### src/rtl/ifu_pkg.sv
// rtl/ifu_pkg.sv - shared types, constants and redirect-target helpers for the fetch unit
package ifu_pkg;

  // Widest PC the queue stores; narrower ADDR_W builds zero-extend into it.
  localparam int IFU_PC_W = 32;

  localparam logic [IFU_PC_W-1:0] PC_STEP = 32'd4;

  typedef struct packed {
    logic [IFU_PC_W-1:0] pc;
    logic [31:0]         instr;
  } fetch_entry_t;

  // Jump target: register target or {upper PC bits, 26-bit index, 00}; always word aligned.
  function automatic logic [IFU_PC_W-1:0] jump_target(
    input logic                sel,
    input logic [IFU_PC_W-1:0] jreg,
    input logic [IFU_PC_W-1:0] redir,
    input logic [25:0]         idx
  );
    logic [IFU_PC_W-1:0] t;
    t = sel ? jreg : {redir[IFU_PC_W-1:28], idx, 2'b00};
    t[1:0] = 2'b00;
    return t;
  endfunction

  // Branch target: PC+4 of the branch plus the word offset, wrapping at the PC width.
  function automatic logic [IFU_PC_W-1:0] branch_target(
    input logic [IFU_PC_W-1:0] redir,
    input logic [31:0]         offset
  );
    logic [IFU_PC_W-1:0] t;
    t = redir + (offset << 2);
    t[1:0] = 2'b00;
    return t;
  endfunction

  // Saturating 32-bit accumulate used by the event counters.
  function automatic logic [31:0] sat_add32(input logic [31:0] a, input logic [31:0] inc);
    logic [32:0] s;
    s = {1'b0, a} + {1'b0, inc};
    return s[32] ? '1 : s[31:0];
  endfunction

endpackage

### src/rtl/ifu_fifo.sv
// rtl/ifu_fifo.sv - DEPTH-entry synchronous queue of fetch entries with priority flush
module ifu_fifo
  import ifu_pkg::*;
#(
  parameter int DEPTH = 4
) (
  input  logic                   clk_i,
  input  logic                   reset_i,
  input  logic                   flush_i,
  input  logic                   push_i,
  input  fetch_entry_t           data_i,
  input  logic                   pop_i,
  output fetch_entry_t           data_o,
  output logic [$clog2(DEPTH):0] count_o,
  output logic                   full_o,
  output logic                   empty_o
);

  localparam int PTR_W = $clog2(DEPTH);
  localparam int CNT_W = PTR_W + 1;
  localparam logic [CNT_W-1:0] DEPTH_C = CNT_W'(DEPTH);

  fetch_entry_t     mem_q [DEPTH];
  logic [PTR_W-1:0] wr_ptr_q, wr_ptr_d;
  logic [PTR_W-1:0] rd_ptr_q, rd_ptr_d;
  logic [CNT_W-1:0] count_q, count_d;
  logic             do_push, do_pop;

  assign empty_o = (count_q == '0);
  assign full_o  = (count_q == DEPTH_C);
  assign count_o = count_q;
  assign data_o  = mem_q[rd_ptr_q];

  // A pop frees a slot in the same cycle, so push into a full queue is allowed alongside it.
  assign do_pop  = pop_i & ~empty_o;
  assign do_push = push_i & (~full_o | do_pop);

  // Next pointers and occupancy; flush empties the queue and overrides push and pop.
  always_comb begin
    wr_ptr_d = wr_ptr_q;
    rd_ptr_d = rd_ptr_q;
    count_d  = count_q;
    if (flush_i) begin
      wr_ptr_d = '0;
      rd_ptr_d = '0;
      count_d  = '0;
    end else begin
      if (do_push) wr_ptr_d = wr_ptr_q + PTR_W'(1);
      if (do_pop)  rd_ptr_d = rd_ptr_q + PTR_W'(1);
      case ({do_push, do_pop})
        2'b10:   count_d = count_q + CNT_W'(1);
        2'b01:   count_d = count_q - CNT_W'(1);
        default: count_d = count_q;
      endcase
    end
  end

  // Pointer and occupancy registers.
  always_ff @(posedge clk_i) begin
    if (reset_i) begin
      wr_ptr_q <= '0;
      rd_ptr_q <= '0;
      count_q  <= '0;
    end else begin
      wr_ptr_q <= wr_ptr_d;
      rd_ptr_q <= rd_ptr_d;
      count_q  <= count_d;
    end
  end

  // Entry storage; contents are only looked at while the queue is non-empty, so no reset.
  always_ff @(posedge clk_i) begin
    if (do_push && !flush_i && !reset_i) begin
      mem_q[wr_ptr_q] <= data_i;
    end
  end

endmodule

### src/rtl/fetch_queue_unit.sv
// rtl/fetch_queue_unit.sv - decoupled instruction fetch front end; IFU_PERF_CNT_EN adds event counters
module fetch_queue_unit
  import ifu_pkg::*;
#(
  parameter int                ADDR_W   = 32,
  parameter int                DEPTH    = 4,
  parameter logic [ADDR_W-1:0] RESET_PC = '0
) (
  input  logic              Clk,
  input  logic              Reset,
  output logic              imem_req,
  output logic [ADDR_W-1:0] imem_addr,
  input  logic              imem_ready,
  input  logic              imem_rvalid,
  input  logic [31:0]       imem_rdata,
  output logic [31:0]       Instruction,
  output logic [ADDR_W-1:0] InstrPC,
  output logic [ADDR_W-1:0] NextInstruct,
  output logic              InstrValid,
  input  logic              InstrReady,
  input  logic              Branch,
  input  logic [31:0]       InstructOffset,
  input  logic              Jump,
  input  logic              JumpSel,
  input  logic [25:0]       JumpInstruction,
  input  logic [ADDR_W-1:0] JumpRegister,
  input  logic [ADDR_W-1:0] RedirPC
`ifdef IFU_PERF_CNT_EN
  ,
  output logic [31:0]       perf_fetched,
  output logic [31:0]       perf_squashed,
  output logic [31:0]       perf_stall
`endif
);

  localparam int CNT_W = $clog2(DEPTH) + 1;
  localparam logic [CNT_W-1:0]  DEPTH_C = CNT_W'(DEPTH);
  localparam logic [ADDR_W-1:0] STEP    = PC_STEP[ADDR_W-1:0];

  logic [ADDR_W-1:0] fetch_pc_q, fetch_pc_d;
  logic [ADDR_W-1:0] resp_pc_q, resp_pc_d;
  logic [CNT_W-1:0]  outstanding_q, outstanding_d;
  logic [CNT_W-1:0]  drop_cnt_q, drop_cnt_d;
  logic [CNT_W-1:0]  fifo_count;
  logic [CNT_W-1:0]  inflight;
  logic              fifo_full, fifo_empty;
  fetch_entry_t      push_entry, head_entry;
  logic              redirect, accept, push, pop, drop_rsp;
  logic [IFU_PC_W-1:0] jump_tgt, branch_tgt;
  logic [ADDR_W-1:0] target;

  // Redirect target: jump has priority over branch.
  assign redirect   = Jump | Branch;
  assign jump_tgt   = jump_target(JumpSel, IFU_PC_W'(JumpRegister), IFU_PC_W'(RedirPC),
                                  JumpInstruction);
  assign branch_tgt = branch_target(IFU_PC_W'(RedirPC), InstructOffset);
  assign target     = Jump ? ADDR_W'(jump_tgt) : ADDR_W'(branch_tgt);

  // Credit: queued plus in-flight words never exceed DEPTH, so every response has a slot.
  // The full term is implied by the credit sum and only keeps the request low defensively.
  assign inflight  = outstanding_q + fifo_count;
  assign imem_req  = ~Reset & ~redirect & ~fifo_full & (inflight < DEPTH_C);
  assign imem_addr = fetch_pc_q;
  assign accept    = imem_req & imem_ready;

  // Responses belonging to squashed requests are discarded, including one arriving
  // in the redirect cycle itself.
  assign drop_rsp = imem_rvalid & (redirect | (drop_cnt_q != '0));
  assign push     = imem_rvalid & ~drop_rsp;

  assign push_entry.pc    = IFU_PC_W'(resp_pc_q);
  assign push_entry.instr = imem_rdata;

  // Head presentation; a redirect hides the head so decode cannot consume a squashed word.
  assign InstrValid   = ~Reset & ~redirect & ~fifo_empty;
  assign pop          = InstrValid & InstrReady;
  assign Instruction  = fifo_empty ? '0 : head_entry.instr;
  assign InstrPC      = fifo_empty ? '0 : head_entry.pc[ADDR_W-1:0];
  assign NextInstruct = InstrPC + STEP;

  ifu_fifo #(
    .DEPTH (DEPTH)
  ) u_fifo (
    .clk_i   (Clk),
    .reset_i (Reset),
    .flush_i (redirect),
    .push_i  (push),
    .data_i  (push_entry),
    .pop_i   (pop),
    .data_o  (head_entry),
    .count_o (fifo_count),
    .full_o  (fifo_full),
    .empty_o (fifo_empty)
  );

  // Fetch address, PC of the oldest live request, and outstanding/drop bookkeeping.
  always_comb begin
    fetch_pc_d    = fetch_pc_q;
    resp_pc_d     = resp_pc_q;
    outstanding_d = outstanding_q + CNT_W'(accept) - CNT_W'(imem_rvalid);
    drop_cnt_d    = drop_cnt_q;
    if (redirect) begin
      // Everything still in flight after this cycle is stale, whatever drop_cnt held.
      fetch_pc_d = target;
      resp_pc_d  = target;
      drop_cnt_d = outstanding_q - CNT_W'(imem_rvalid);
    end else begin
      if (accept) fetch_pc_d = fetch_pc_q + STEP;
      if (push)   resp_pc_d  = resp_pc_q + STEP;
      if (imem_rvalid && (drop_cnt_q != '0)) drop_cnt_d = drop_cnt_q - CNT_W'(1);
    end
  end

  // Fetch state registers; reset overrides redirect and all other events.
  always_ff @(posedge Clk) begin
    if (Reset) begin
      fetch_pc_q    <= RESET_PC;
      resp_pc_q     <= RESET_PC;
      outstanding_q <= '0;
      drop_cnt_q    <= '0;
    end else begin
      fetch_pc_q    <= fetch_pc_d;
      resp_pc_q     <= resp_pc_d;
      outstanding_q <= outstanding_d;
      drop_cnt_q    <= drop_cnt_d;
    end
  end

`ifdef IFU_PERF_CNT_EN
  logic [31:0]      perf_fetched_q, perf_squashed_q, perf_stall_q;
  logic [CNT_W-1:0] squash_inc;

  // Squashed words this cycle: flushed queue entries plus a discarded response.
  assign squash_inc = (redirect ? fifo_count : '0) + CNT_W'(drop_rsp);

  // Saturating event counters.
  always_ff @(posedge Clk) begin
    if (Reset) begin
      perf_fetched_q  <= '0;
      perf_squashed_q <= '0;
      perf_stall_q    <= '0;
    end else begin
      perf_fetched_q  <= sat_add32(perf_fetched_q, 32'(pop));
      perf_squashed_q <= sat_add32(perf_squashed_q, 32'(squash_inc));
      perf_stall_q    <= sat_add32(perf_stall_q, 32'(InstrReady & ~InstrValid));
    end
  end

  assign perf_fetched  = perf_fetched_q;
  assign perf_squashed = perf_squashed_q;
  assign perf_stall    = perf_stall_q;
`endif

endmodule
### config.mk
export PLATFORM = sky130hd
export DESIGN_NAME = fetch_queue_unit
export DESIGN_NICKNAME = d
export VERILOG_FILES = /design/src/rtl/ifu_pkg.sv /design/src/rtl/ifu_fifo.sv /design/src/rtl/fetch_queue_unit.sv
export SDC_FILE = /design/constraint.sdc
export NUM_CORES = 1
export LEC_CHECK = 0
export ABC_CLOCK_PERIOD_IN_PS = 3950
export CORE_MARGIN = 1
export CORE_UTILIZATION = 39
export CTS_BUF_LIST = sky130_fd_sc_hd__clkbuf_4
export DETAILED_ROUTE_END_ITERATION = 6
export SETUP_SLACK_MARGIN = 0.3
export SKIP_LAST_GASP = 1
export SLEW_MARGIN = 10
export SYNTH_ARGS = -nofsm -noshare
export SYNTH_HDL_FRONTEND = slang
export SYNTH_HIERARCHICAL = 1
export SYNTH_SLANG_ARGS = --single-unit
### constraint.sdc
create_clock -name Clk -period 3.95 [get_ports Clk]
set_clock_uncertainty 0.15 [all_clocks]
set_input_delay 0.395 -clock Clk [delete_from_list [all_inputs] [get_ports Clk]]
set_output_delay 0.395 -clock Clk [all_outputs]
set_load 0.05 [all_outputs]
==> results.cfg <==
[synth]
ys.flop_type = edfxtp_1
syn_inst = 1386
ys_seq_area_frac = 0.543
syn_area_mm2 = 0.0169
yosys.cell_types.count = 79
syn_avg_cell_area_um2 = 12.2
yosysTopAreaCellShare = 0.454
post-synth-top-area-cell = edfxtp_1
ys.warnings.count = 6
ys_ff_latch = 331
synth_edf_count = 256
yosys-top-cells-area = edfxtp_1 (45%), dfxtp_1 (8.9%), mux4_2 (8.5%)
async_reset_ff_frac = 0

[timing]
worst_pin_slew_ps = 823
worst_slack_ps = 37.4
finalCritPeriodShare = 0.991
slew_headroom = 0.450
final_max_slew_viol_count = 0
finalHoldViolCount = 0
fin_crit_ps = 3910
rsz0062_at_grt = yes
fmax_ghz = 0.256
setup_viol = 0

[placed_design]
io_buffers = 283
dpl_cell_area_mm2 = 0.0208
gp_congestion = 0.835
hpwl_mm = 33.1
dp_slack_ps = 172

[min_path]
hold_depth = 1
hold_path.startpoint = imem_rdata[12]
min_to = u_fifo/mem_q[3][12]
min_path_type = in -> reg

[routing]
dr.pass1.iters = 5
antenna_left = 0
drt-wirelength-per-cell_um = 19.2
vias_per_cell = 5.33
drt_iter0_markers = 750
routed_wl_mm = 46.2
drc = 0
num_vias = 12800

[cells_and_area]
layout_commonest_cell = edfxtp_1
seq_area_mm2 = 0.00920
nFillCells = 3749
stdcell_area_mm2 = 0.0224
post-route-util = 0.528
final_cell_mix = edfxtp_1 (256), clkdlybuf4s50_1 (226), clkbuf_4 (126), nor2_1 (113), a21oi_1 (86)
nets = 1970
multi_input_area_mm2 = 0.00760
drive_above_1_share = 0.213
synthToLayoutAreaGrowth_pct = 32.3

[clock_tree]
clkSinkCount = 331
clockRootBuffer = clkbuf_4
clkLatencyLatePin_ps = 690
numCtsBuffers = 83
clk_pin_slew_ps = 70
htreeDepth = 3
cts_tree = built
cts.path.max_buffers = 3

[power]
vdd_drop_max_v = 0.000149
power_density_mw_per_mm2 = 354
leakage_nw = 7.96
power_mw = 7.94

[critical_path]
worst_path_max_delay_cell = mux4_2
crit_arrival_ps = 3370
cp_max_fo = 7
crit_required_ps = 3400
rr_worst_depth = 13
r2r_end = outstanding_q[2]
end_kind = output pin
path_cells = buf_6 > buf_12 > buf_12 > buf_16 > mux4_2 > nand3_4 > nor4_4 > nand4_1 > buf_6 > or3_4 > a21oi_4 > buf_12
r2r-start = u_fifo/count_o[1]
start_kind = flip-flop
r2r_slack_ps = 810
cpMostUsedCell = buf_12
cpPeakStageDelay_ps = 390
critPathKind = reg -> out

[run]
maxCapViolations = 0

[grt]
groute.usage.overall = 0.207
grt_pass1_wl_mm = 71.7
overflow = 0
grt_max_degree = 65
grt_pass1_vias = 12900
antenna_found_initial = 1

[floorplan]
initial_core_util = 0.399
die_height_um = 210
die-area_mm2 = 0.0443
ios = 292
die_w_um = 210
core_area_mm2 = 0.0424
rows = 75

[outcome]
status = finished, final reports clean
power by group:
group,leakage [nW],switching [mW],internal (mW)
Combinational,4.36,0.600,0.474
Clock,0.657,1.33,1.59
Sequential,2.94,0.111,3.83
cells by family after synthesis:
family / after synthesis / share of synthesized area
buf+inv: 104 / 0.0297
xor+xnor: 73 / 0.0377
flops: 331 / 0.543
compound gates: 278 / 0.110
simple gates: 455 / 0.139
other cells: 1 / 0.000221
fa+ha+maj: 46 / 0.0353
mux: 98 / 0.105
metal layers:
| layer | GRT usage | share of wire | up-vias |
|---|---|---|---|
| met4 | 0.0470 | 0.011 | 0 |
| met5 | 0 | 0 | - |
| met2 | 0.343 | 0.47 | 470 |
| met1 | 0.269 | 0.44 | 6204 |
| li1 | - | - | 6095 |
| met3 | 0.0591 | 0.083 | 40 |
worst max path at each step:
| stage | cells past startpoint | from | end |
|---|---|---|---|
| detailed placement | 11 | InstructOffset[0] | imem_addr[28] |
| finish | 12 | flip-flop | NextInstruct[27] |
| CTS | 12 | flip-flop | NextInstruct[27] |
| global route | 12 | flip-flop | NextInstruct[27] |
| floorplan | 9 | u_fifo/count_o[1] | u_fifo/mem_q[0][0] |
| global placement | 11 | InstructOffset[0] | resp_pc_q[28] |
layout make-up:
class / count / share of cell area
flip-flops and latches: 331 / 0.410
clock inverters: 24 / 0.00675
diodes: 1 / 0.000112
well taps: 577 / 0.0322
inverters: 31 / 0.00536
repair buffers: 355 / 0.164
clock buffers: 126 / 0.0422
multi-input cells: 960 / 0.339
stage by stage:
stage	instances	setup TNS (ps)	hold slack (ps)
6_report	2405	0	199
5_1_grt	2405	-535	142
2_1_floorplan	1395	0	331
3_3_place_gp	2219	0	350
4_1_cts	2401	-286	117
3_5_place_dp	2219	0	363
synthesized netlist by cell type (31+ instances only):
cell type	instances
ha_1	43
nor3_1	31
mux4_2	64
xnor2_1	40
nand2_1	78
o21ai_0	34
nand3_1	41
a21oi_1	88
nor2_1	119
clkbuf_1	39
xor2_1	33
nor2b_1	67
edfxtp_1	256
dfxtp_1	75
critical path, delay by kind of cell (launching register included):
| kind | cells | cell delay, ps |
|---|---|---|
| AND/OR/NAND/NOR | 4 | 920 |
| buffers and inverters | 6 | 830 |
| multiplexers | 1 | 390 |
| flip-flops | 1 | 370 |
| AO/OA/AOI/OAI | 1 | 180 |
state kept, by name, indices dropped and copies added (netlist names), named ones only:
signal           cells
drop_cnt_q           3
imem_addr           30
resp_pc_q           30
u_fifo/count_o       3
outstanding_q        3
u_fifo/rd_ptr_q      2
u_fifo/wr_ptr_q      2
u_fifo/mem_q       256
what timing repair did:
| action | in CTS | in global routing |
|---|---|---|
| hold buffers | 1 | 0 |
| hold endpoints to repair | 7 | 0 |
| setup endpoints to repair | 72 | 50 |
| gates cloned | 1 | 0 |
| pin swaps | 18 | 8 |
| setup buffers | 30 | 3 |
| gates resized for setup | 59 | 20 |
Note: power is estimated with default switching activity, not from simulation.
==> patch 1, RTL diff (same settings) <==
Change the package constant `IFU_PC_W` from 32 to 40.
--- a/src/rtl/ifu_pkg.sv
+++ b/src/rtl/ifu_pkg.sv
@@ -3,5 +3,5 @@
 
   // Widest PC the queue stores; narrower ADDR_W builds zero-extend into it.
-  localparam int IFU_PC_W = 32;
+  localparam int IFU_PC_W = 40;
 
   localparam logic [IFU_PC_W-1:0] PC_STEP = 32'd4;
Function: no difference found for any inputs over 4 cycles, from zero or initial values and one cycle with Reset high; that may be too few to reach the edited logic, so the function may still have changed.
==> patch 1 against the original RTL <==
- design area up 0.71%
- worst setup slack better by 0.0072 ns
- sequential share of layout area fell by 0.28 points
- total power about the same
- sequential cell count unchanged
- routed wire length decreased by 1.4%
- area after synthesis rose by 0.54%
- critical path type unchanged
- largest cell class unchanged
==> patch 1: results (changes against the original RTL) <==
Avg WL per Cell: 18.7 um (was 19.2 um)
CP max stage delay: 0.38 ns
DP Worst Slack: 0.247 ns (was 0.172 ns)
Initial core utilization: 39.5% (was 39.9%)
Worst reg-to-reg setup slack: 0.78 ns (was 0.81 ns)
Ratio of cells with drive above 1 in the final layout: 21.7% (was 21.3%)
H-tree depth: 3 (unchanged)
TritonRoute pass-1 iters: 5 (unchanged)
Final hold slack: 0.198 ns (was 0.199 ns)
Yosys warning count: 6 (unchanged)
GRT Total Usage: 20.6% (was 20.7%)
Fill count: 3756 (was 3749)
Largest Register: u_fifo/mem_q (unchanged)
Static leakage: 8.17 nW (was 7.96 nW)
Worst path arrival time: 3.36 ns (was 3.37 ns)
Largest net degree at the start of global routing: 62 (was 65)
R2R depth: 13 (unchanged)
DPL Wire Length: 33000 um (was 33100 um)
GPL Wtd Cong: 0.916 (was 0.835)
Peak Freq: 256 MHz (about the same)
Syn Area/Cell: 12.2 um2 (about the same)
Maximum VDD drop: 0.159 mV (was 0.149 mV)
Slew at the pin closest to its max-slew limit: 0.809 ns (was 0.823 ns)
Clk root buf: clkbuf_4 (unchanged)
Top delay family on crit path: simple AND/OR/NAND/NOR gates (unchanged)
Crit-path slowest cell: dfxtp_4 (was mux4_2)
Hold Path Class: in2reg (unchanged)
Final WL: 45600 um (was 46200 um)
Dpl cells: 2243 (was 2219)
CTS Buf Count: 86 (was 83)
Clock latency on the worst-skew pair: 0.69 ns (about the same)
CTS Buffer Depth: 3 (unchanged)
First-pass GRT wire length: 71100 um (was 71700 um)
Crit Path Max Fanout: 10 (was 7)
Initial antenna violation count: 3 (was 1)
Initial DRC Count: 783 (was 750)
Status: completed (unchanged)
Max reg flops: 256 (unchanged)
Clk slew on worst S/H paths: 0.07 ns (about the same)
Worst hold path depth: 1 (unchanged)
Via count: 12900 (was 12800)
Port Buffers: 283 (unchanged)
Fin nets: 1989 (was 1970)
==> patch 1: stage by stage <==
stage | power, mW | cell area [um2]
CTS | 8.05 | 22400
global placement | 5.07 | 21000
floorplan | 4.64 | 17300
detailed placement | 5.08 | 21000
global route | 8.36 | 22600
finish | 7.94 | 22600
==> patch 1: cell type report <==
type,count,area share (%)
sequential,331,40.7
multi-input combinational,967,34.2
timing repair buffer,358,16.2
clock buffer,123,4.09
tap,585,3.24
clock inverter,35,0.876
inverter,37,0.632
antenna,2,0.0222
==> patch 1: worst register-to-register path, cell delays in order, from the launching register on <==
cell     delay (ns)
dfxtp_1        0.50
ha_1           0.30
a31oi_1        0.19
xnor2_1        0.12
nor4_4         0.18
and2_1         0.20
inv_2          0.12
ha_1           0.30
inv_1          0.04
ha_1           0.18
fa_1           0.38
xnor2_1        0.19
xnor2_1        0.13
nor2_1         0.05
==> patch 1: final timing paths <==
check,to,from
hold / removal,u_fifo/mem_q[0][15],imem_rdata[15]
setup reg to reg,outstanding_q[2],u_fifo/count_o[1]
hold reg to reg,imem_addr[22],imem_addr[22]
setup / recovery,NextInstruct[30],flip-flop
==> patch 1: power by group <==
| part | leakage, nW | internal [mW] | switching (mW) |
|---|---|---|---|
| Sequential | 2.94 | 3.83 | 0.113 |
| Combinational | 4.55 | 0.476 | 0.598 |
| Clock | 0.680 | 1.58 | 1.35 |
==> patch 1: what timing repair did <==
action / in CTS / in global routing
gates resized for setup: 96 / 21
hold buffers: 1 / 0
setup buffers: 21 / 13
setup endpoints to repair: 81 / 28
pin swaps: 18 / 14
hold endpoints to repair: 2 / 0
==> patch 1: metal layers <==
layer / GRT usage [%] / wire length [um]
met1: 27.5 / 20300
met2: 33.1 / 20900
met3: 5.74 / 3710
met4: 5.50 / 710
met5: 0 / 12
==> patch 2, RTL diff (same flow settings) <==
Without the edit above. Add an input register stage for `InstructOffset`, cleared by the reset; this delays it by one clock. The other inputs are not delayed to match.
--- a/src/rtl/fetch_queue_unit.sv
+++ b/src/rtl/fetch_queue_unit.sv
@@ -38,4 +38,14 @@
   localparam logic [ADDR_W-1:0] STEP    = PC_STEP[ADDR_W-1:0];
 
+  logic [31:0] InstructOffset_q;
+
+  always_ff @(posedge Clk) begin
+    if (Reset) begin
+      InstructOffset_q <= '0;
+    end else begin
+      InstructOffset_q <= InstructOffset;
+    end
+  end
+
   logic [ADDR_W-1:0] fetch_pc_q, fetch_pc_d;
   logic [ADDR_W-1:0] resp_pc_q, resp_pc_d;
@@ -54,5 +64,5 @@
   assign jump_tgt   = jump_target(JumpSel, IFU_PC_W'(JumpRegister), IFU_PC_W'(RedirPC),
                                   JumpInstruction);
-  assign branch_tgt = branch_target(IFU_PC_W'(RedirPC), InstructOffset);
+  assign branch_tgt = branch_target(IFU_PC_W'(RedirPC), InstructOffset_q);
   assign target     = Jump ? ADDR_W'(jump_tgt) : ADDR_W'(branch_tgt);
 
Formal check against the unedited RTL: not equivalent (Yosys sat finds a counterexample within 4 cycles, from zero or initial values and one cycle with Reset high).
==> patch 2 against the original RTL <==
- the flow now finishes with violations (setup timing)
- sequential power up 8.4%
- maximum frequency decreased by 12%
- design area up 7.2%
- largest cell class unchanged
- first-iteration DRC count grew 10%
- critical path type unchanged
- critical endpoint is now NextInstruct[30]
- count of clock-buffer cells in the layout grew 29
- cell count up 6.3%
- area after synthesis up 4.7%
- sequential cell count up 30
- total power is 11% higher
- worst setup slack worse by 0.55 ns
- highest routed layer unchanged
- routed wire length increased by 4.9%
==> patch 2: results (changes against the original RTL) <==
Worst path arrival time: 3.92 ns (was 3.37 ns)
CP max stage delay: 0.49 ns (was 0.39 ns)
Fin nets: 2098 (was 1970)
Failing checks: setup timing
Maximum VDD drop: 0.183 mV (was 0.149 mV)
Fill count: 3845 (was 3749)
First-pass GRT wire length: 75400 um (was 71700 um)
Crit-path slowest cell: or4_4 (was mux4_2)
Most frequent cells after synthesis: edfxtp_1, dfxtp_1, nor2_1 (was edfxtp_1, nor2_1, a21oi_1)
Vias in the first global route: 13500 (was 12900)
Static leakage: 8.89 nW (was 7.96 nW)
Synth area leaders: edfxtp_1, dfxtp_1, mux4_2 (unchanged)
Post-route setup TNS: -2.38 ns (was 0 ns)
DP Worst Slack: 0.125 ns (was 0.172 ns)
Status: finished, violations left (was completed)
Final WL: 48500 um (was 46200 um)
Largest net degree at the start of global routing: 53 (was 65)
Placed Area: 0.0219 mm2 (was 0.0208 mm2)
Slew at the pin closest to its max-slew limit: 0.677 ns (was 0.823 ns)
DPL Wire Length: 34500 um (was 33100 um)
GPL Wtd Cong: 0.844 (was 0.835)
Crit Path Max Fanout: 4 (was 7)
Endpoints failing setup: 12 (was 0)
Initial DRC Count: 825 (was 750)
Ratio of cells with drive above 1 in the final layout: 24.8% (was 21.3%)
CTS Buf Count: 99 (was 83)
Via count: 13400 (was 12800)
Worst setup margin: -0.511 ns (was 0.0374 ns)
Clock latency on the worst-skew pair: 0.82 ns (was 0.69 ns)
Initial antenna violation count: 2 (was 1)
patch 2: cell count changes after synthesis, sizes merged, moves of 14 or more:
cell,before,now
dfxtp,75,105
nor2b,68,91
nor2,120,100
mux2,4,21
mux2i,30,16
nand4,18,32
patch 2: cell type report:
| type | instances | share of cell area, % |
|---|---|---|
| timing repair buffer | 410 | 17.4 |
| antenna | 2 | 0.0208 |
| inverter | 36 | 0.578 |
| sequential | 361 | 40.8 |
| multi-input combinational | 982 | 32.8 |
| clock inverter | 19 | 0.583 |
| clock buffer | 155 | 4.84 |
| tap | 592 | 3.08 |
patch 2: kinds of logic after synthesis:
kind of cell,Yosys count,share of synthesized area (%)
and+or+nand+nor,457,13.6
adders and majority gates,46,3.37
DFF,361,55.2
xor gates and xnor gates,74,3.65
muxes,101,10.4
AOI/OAI and AO/OA,294,10.9
other,1,0.0211
buffers and inverters,111,2.91
patch 2: worst paths after layout:
path | startpoint | to | slack, ns | cells past startpoint
setup / recovery | flip-flop | NextInstruct[30] | -0.51 | 11
hold / removal | imem_rdata[28] | u_fifo/mem_q[1][28] | 0.09 | 1
setup reg to reg | InstructOffset_q[0] | imem_addr[26] | 0.76 | 13
hold reg to reg | imem_addr[31] | imem_addr[31] | 0.37 | 2
patch 2: timing repair:
item | in CTS | in global routing
gates resized for setup | 180 | 91
buffers inserted | 22 | 8
setup endpoints to repair | 75 | 63
pin swaps | 15 | 10
hold buffers | 39 | 1
hold endpoints to repair | 67 | 2
cloned | 0 | 0
patch 2: through the flow:
| step | instances | utilization [%] | hold slack (ns) |
|---|---|---|---|
| after floorplan | 1454 | - | 0.326 |
| after CTS | 2546 | 53.8 | 0.00270 |
| after global routing | 2557 | 54.0 | -0.000712 |
| final | 2557 | 54.0 | 0.0925 |
| after detailed placement | 2311 | 49.1 | 0.368 |
| after global placement | 2311 | 49.1 | 0.349 |
patch 2: worst max-delay path: cells and delay by family (launching register included):
kind | cells | cell delay [ns]
and+or+nand+nor | 7 | 1.95
DFF | 1 | 0.36
muxes | 1 | 0.35
adders and majority gates | 1 | 0.15
AOI/OAI and AO/OA | 1 | 0.15
buffers and inverters | 1 | 0.15
patch 2: metal layers:
metal	global-route usage, %	routed length (um)
met1	27.6	21600
met2	33.6	22700
met3	5.79	3160
met4	6.48	1040
met5	0	0
patch 2: where the power goes:
group | switching [mW] | internal (mW) | total (mW)
clock network | 1.56 | 1.85 | 3.42
registers | 0.119 | 4.15 | 4.27
logic | 0.586 | 0.505 | 1.09
